`config.mk`:
```
export PLATFORM = sky130hd
export DESIGN_NAME = alu_sequencer
export DESIGN_NICKNAME = d
export VERILOG_FILES = /design/src/rtl/alu_sequencer.sv
export SDC_FILE = /design/constraint.sdc
export NUM_CORES = 1
export LEC_CHECK = 0
export BUFFER_PORTS_ARGS = -buffer_cell sky130_fd_sc_hd__buf_2
export CAP_MARGIN = 20
export CORE_UTILIZATION = 46
export CTS_CLUSTER_SIZE = 24
export DETAILED_ROUTE_END_ITERATION = 8
export PLACE_DENSITY = 0.83
export SYNTH_ARGS = -nofsm -noshare
export SYNTH_HDL_FRONTEND = slang
export SYNTH_SLANG_ARGS = --single-unit
export TNS_END_PERCENT = 10
```
`constraint.sdc`:
```
create_clock -name clk -period 2.6 [get_ports clk]
set_clock_uncertainty 0.2 [all_clocks]
set_input_delay 0.52 -clock clk [delete_from_list [all_inputs] [get_ports clk]]
set_output_delay 0.52 -clock clk [all_outputs]
set_load 0.005 [all_outputs]
```
`src/rtl/alu_sequencer.sv`:
```
// Request/response sequencer in front of an ALU: single-cycle ops pass straight through,
// DIV/MOD/MUL get a start pulse and a bounded wait for their own done strobe.
module alu_sequencer #(
    parameter int TIMEOUT = 40,
    parameter int CW      = 6
) (
    input  logic        clk,
    input  logic        rst,
    input  logic        req_valid,
    output logic        req_ready,
    input  logic [4:0]  req_op,
    input  logic [15:0] req_a,
    input  logic [15:0] req_b,
    output logic        alu_start,
    output logic [4:0]  alu_op,
    output logic [15:0] alu_a,
    output logic [15:0] alu_b,
    input  logic [15:0] alu_result,
    input  logic [15:0] alu_result_high,
    input  logic        alu_done_div,
    input  logic        alu_done_mod,
    input  logic        alu_done_mul,
    input  logic        alu_z,
    input  logic        alu_n,
    input  logic        alu_c,
    input  logic        alu_v,
    output logic        rsp_valid,
    input  logic        rsp_ready,
    output logic [15:0] rsp_result,
    output logic [15:0] rsp_result_high,
    output logic [3:0]  rsp_flags,
    output logic        rsp_err
);

    localparam logic [4:0] OP_DIV  = 5'd2;
    localparam logic [4:0] OP_MOD  = 5'd5;
    localparam logic [4:0] OP_MUL  = 5'd7;
    localparam logic [4:0] OP_LAST = 5'd17;

    typedef enum logic [2:0] {IDLE, EXEC, START, WAIT, RESP} state_t;

    state_t        state, state_nxt;
    logic [CW-1:0] cnt;
    logic          hs, req_multi, req_illegal, done_match, timed_out;

    assign req_ready = (state == IDLE);
    assign alu_start = (state == START);
    assign rsp_valid = (state == RESP);

    assign hs          = req_valid && req_ready;
    assign req_multi   = (req_op == OP_DIV) || (req_op == OP_MOD) || (req_op == OP_MUL);
    assign req_illegal = (req_op > OP_LAST);
    // Only the strobe belonging to the registered op counts; the others are stray.
    assign done_match  = ((alu_op == OP_DIV) && alu_done_div) ||
                         ((alu_op == OP_MOD) && alu_done_mod) ||
                         ((alu_op == OP_MUL) && alu_done_mul);
    assign timed_out   = (cnt == CW'(TIMEOUT - 1));

    always_ff @(posedge clk or negedge rst) begin
        if (!rst) state <= IDLE;
        else      state <= state_nxt;
    end

    always_comb begin
        state_nxt = state;
        case (state)
            IDLE: begin
                if (hs) begin
                    if (req_illegal)    state_nxt = RESP;
                    else if (req_multi) state_nxt = START;
                    else                state_nxt = EXEC;
                end
            end
            EXEC:    state_nxt = RESP;
            START:   state_nxt = WAIT;
            WAIT:    if (done_match || timed_out) state_nxt = RESP;
            RESP:    if (rsp_ready) state_nxt = IDLE;
            default: state_nxt = IDLE;
        endcase
    end

    always_ff @(posedge clk or negedge rst) begin
        if (!rst) begin
            cnt             <= '0;
            alu_op          <= '0;
            alu_a           <= '0;
            alu_b           <= '0;
            rsp_result      <= '0;
            rsp_result_high <= '0;
            rsp_flags       <= '0;
            rsp_err         <= 1'b0;
        end else begin
            case (state)
                IDLE: begin
                    if (hs) begin
                        alu_op <= req_op;
                        alu_a  <= req_a;
                        alu_b  <= req_b;
                        if (req_illegal) begin
                            rsp_result      <= '0;
                            rsp_result_high <= '0;
                            rsp_flags       <= '0;
                            rsp_err         <= 1'b1;
                        end
                    end
                end
                EXEC: begin
                    rsp_result      <= alu_result;
                    rsp_result_high <= '0;
                    rsp_flags       <= {alu_z, alu_n, alu_c, alu_v};
                    rsp_err         <= 1'b0;
                end
                START: cnt <= '0;
                WAIT: begin
                    cnt <= cnt + CW'(1);
                    // A done landing on the last allowed cycle still beats the timeout.
                    if (done_match) begin
                        rsp_result      <= alu_result;
                        rsp_result_high <= (alu_op == OP_MUL) ? alu_result_high : 16'd0;
                        rsp_flags       <= {alu_z, alu_n, alu_c, alu_v};
                        rsp_err         <= 1'b0;
                    end else if (timed_out) begin
                        rsp_result      <= '0;
                        rsp_result_high <= '0;
                        rsp_flags       <= '0;
                        rsp_err         <= 1'b1;
                    end
                end
                default: ;
            endcase
        end
    end

endmodule
```
==> impl_metrics.env <==
export IMPL_status="finished, final reports clean"
export IMPL_grt_antenna_before_repair=0
export IMPL_cts_inserted_buffers=9
export IMPL_path_class="flop to output port"
export IMPL_core_area_um2=6832
export IMPL_seqCellArea_um2=2077
export IMPL_clk_latency_ps=340
export IMPL_drt_wirelength_per_cell_um=13.83
export IMPL_ys_warn_count=0
export IMPL_fin_nets=479
export IMPL_relSlewSlack=0.7300
export IMPL_setup_viol=0
export IMPL_p_seq_frac=0.444
export IMPL_crit_fanout=12
export IMPL_multiInputGateArea_um2=1114
export IMPL_required_ps=1880
export IMPL_n_antenna_cell=0
export IMPL_cts_sinks=83
export IMPL_p_int_mw=3.148
export IMPL_grt_pass1_wl_um=10940
export IMPL_worstHoldPathType="input pin to flop"
export IMPL_fin_cells=499
export IMPL_cts_buffer_depth=2
export IMPL_fin_crit_sh=0.8815
export IMPL_seq_area_frac_synth=0.6331
export IMPL_gr_total_overflow=0
export IMPL_post_route_util=0.6469
export IMPL_rows=30
export IMPL_drv_slew=0
export IMPL_synth_main_ff_cell="dfrtp_1"
export IMPL_grt_max_degree=54
export IMPL_cts_root_buf="clkbuf_8"
export IMPL_vias_per_cell=4.980
export IMPL_globalplace_congestion=0.7619
export IMPL_p_clk_frac=0.225
export IMPL_drive_gt1_frac=0.5484
export IMPL_drt_iter0_markers=96
export IMPL_grtUsageTotal=0.1954
export IMPL_final_cell_mix="buf_2 (155), dfrtp_1 (83), mux2_2 (39), a22o_1 (36), nand2_1 (11)"
export IMPL_synth_edf_count=0
export IMPL_p_switching_mw=1.335
export IMPL_start_util=0.4802
export IMPL_fmax_ghz=0.4363
export IMPL_worst_slew_pin_transition_ps=405.1
export IMPL_sw_frac_of_total=0.2978
export IMPL_vias=2485
export IMPL_dp_cells=482
export IMPL_total_leakage_power_nw=2.266
export IMPL_powerDensity_nw_per_um2=1014
export IMPL_netlist_area_um2=3281
export IMPL_fin_setup_tns_ps=0
export IMPL_synth_cells=237
export IMPL_end_kind="output port"
export IMPL_drt_pass1_iterations=4
export IMPL_synthArstFlopShare=1.000
export IMPL_synthToLayoutAreaGrowth_pct=34.71
export IMPL_fillerInstances=557
export IMPL_drc=0
export IMPL_critPathLaunchType="flop"
export IMPL_ir_drop_uv=481.9
export IMPL_cp_arrival_ps=1570
export IMPL_antenna_left=0
export IMPL_htree_levels=3
export IMPL_die_w_um=86.45
export IMPL_rsz0062_at_grt="no"
export IMPL_port_buffers=156
export IMPL_pwr_share_comb=0.331
export IMPL_hold_violations=0
export IMPL_die_area_um2=7474
export IMPL_stdcell_area_um2=4419
export IMPL_max_cap_violations=0
export IMPL_syn_avg_cell_area_um2=13.84
export IMPL_dpl_hpwl_um=5106
export IMPL_period_minus_slack_ps=2292
export IMPL_synth_distinct_cells=33
export IMPL_wl_um=6899
export IMPL_cts_tree="done"
export IMPL_hold_ws_ps=151.7
export IMPL_grt_pass1_vias=2261
export IMPL_synth_net_count=318
export IMPL_post_dp_cell_area_um2=4183
export IMPL_fp_dieH_um=86.45
export IMPL_layout_commonest_cell="buf_2"
export IMPL_clk_pin_slew_ps=70
export IMPL_ys_ff_latch=83
export IMPL_ioPinCount=157
==> power groups by stage <==
stage	sequential (mW)	combinational, mW	clock, mW
floorplan	2.02	0.827	0
global placement	1.99	1.47	0
detailed placement	2.01	1.51	0
CTS	1.99	1.51	1.04
global route	2.06	1.65	1.11
finish	1.99	1.49	1.01
==> flip-flops by register name, indices dropped and copies added, names as in the netlist <==
signal / flops
alu_a: 16
alu_b: 16
alu_op: 5
cnt: 6
rsp_err: 1
rsp_flags: 4
rsp_result: 16
rsp_result_high: 16
state: 3
==> stage by stage <==
step	power [mW]	worst slack, ps
after CTS	4.549	301.6
final	4.482	308.2
after global routing	4.821	178.9
after global placement	3.462	512.9
after floorplan	2.849	631.7
after detailed placement	3.526	460.7
==> path summary, 6_finish.rpt <==
check                                                       to  slack [ps]  cells past startpoint             startpoint
worst max-delay path                                 alu_start         310                      3   state[2]$_DFFE_PN0P_
worst min-delay path                      state[2]$_DFFE_PN0P_         150                      2              rsp_ready
worst max register to register  rsp_result_high[5]$_DFFE_PN0P_         600                      5  alu_op[4]$_DFFE_PN0P_
worst min register to register           alu_b[15]$_DFFE_PN0P_         300                      1  alu_b[15]$_DFFE_PN0P_
max in group asynchronous                   cnt[3]$_DFFE_PN0P_        1150                      3                    rst
min in group asynchronous                alu_b[11]$_DFFE_PN0P_         440                      2                    rst
==> what timing repair did <==
action	CTS	global route
resized for setup	0	0
hold buffers	1	0
setup buffers	0	0
hold endpoints to repair	30	0
==> kinds of logic after synthesis <==
family	after synthesis	synth area share
buffers and inverters	18	0.02937
and+or+nand+nor	38	0.05950
DFF	83	0.6331
AOI/OAI and AO/OA	57	0.1373
muxes	40	0.1369
adders and majority gates	1	0.003813
==> cells in the mapped netlist, drive strengths merged (2+ instances only) <==
cell | number | area (µm²)
dfrtp | 83 | 2077
mux2 | 39 | 439.2
a22o | 36 | 315.3
buf | 11 | 70.07
nand2 | 11 | 41.29
nor2 | 8 | 30.03
o21ai | 7 | 35.03
a21oi | 6 | 30.03
inv | 5 | 18.77
nor3 | 5 | 25.02
nand3 | 4 | 20.02
a311o | 2 | 20.02
clkbuf | 2 | 7.510
nand2b | 2 | 12.51
nor3b | 2 | 20.02
==> cell type report <==
| cell class | count | share of cell area |
|---|---|---|
| Tap cell | 96 | 0.02718 |
| Inverter | 5 | 0.004247 |
| Clock buffer | 10 | 0.03114 |
| Sequential cell | 83 | 0.4700 |
| Clock inverter | 6 | 0.02010 |
| Multi-Input combinational cell | 136 | 0.2520 |
| Timing Repair Buffer | 163 | 0.1954 |
==> worst max-delay path, stage by stage (launching register included) <==
cell      delay, ps
dfrtp_1         460
nand2b_1        350
nor2_1          260
buf_2           160
==> layer usage <==
metal,vias to the layer above,track usage,wire (µm)
met5,-,0,0
met2,114,0.3066,3223
met4,0,0.1000,133
li1,1192,-,-
met3,11,0.03810,432
met1,1168,0.2605,3109
(Power assumes the default switching activity.)
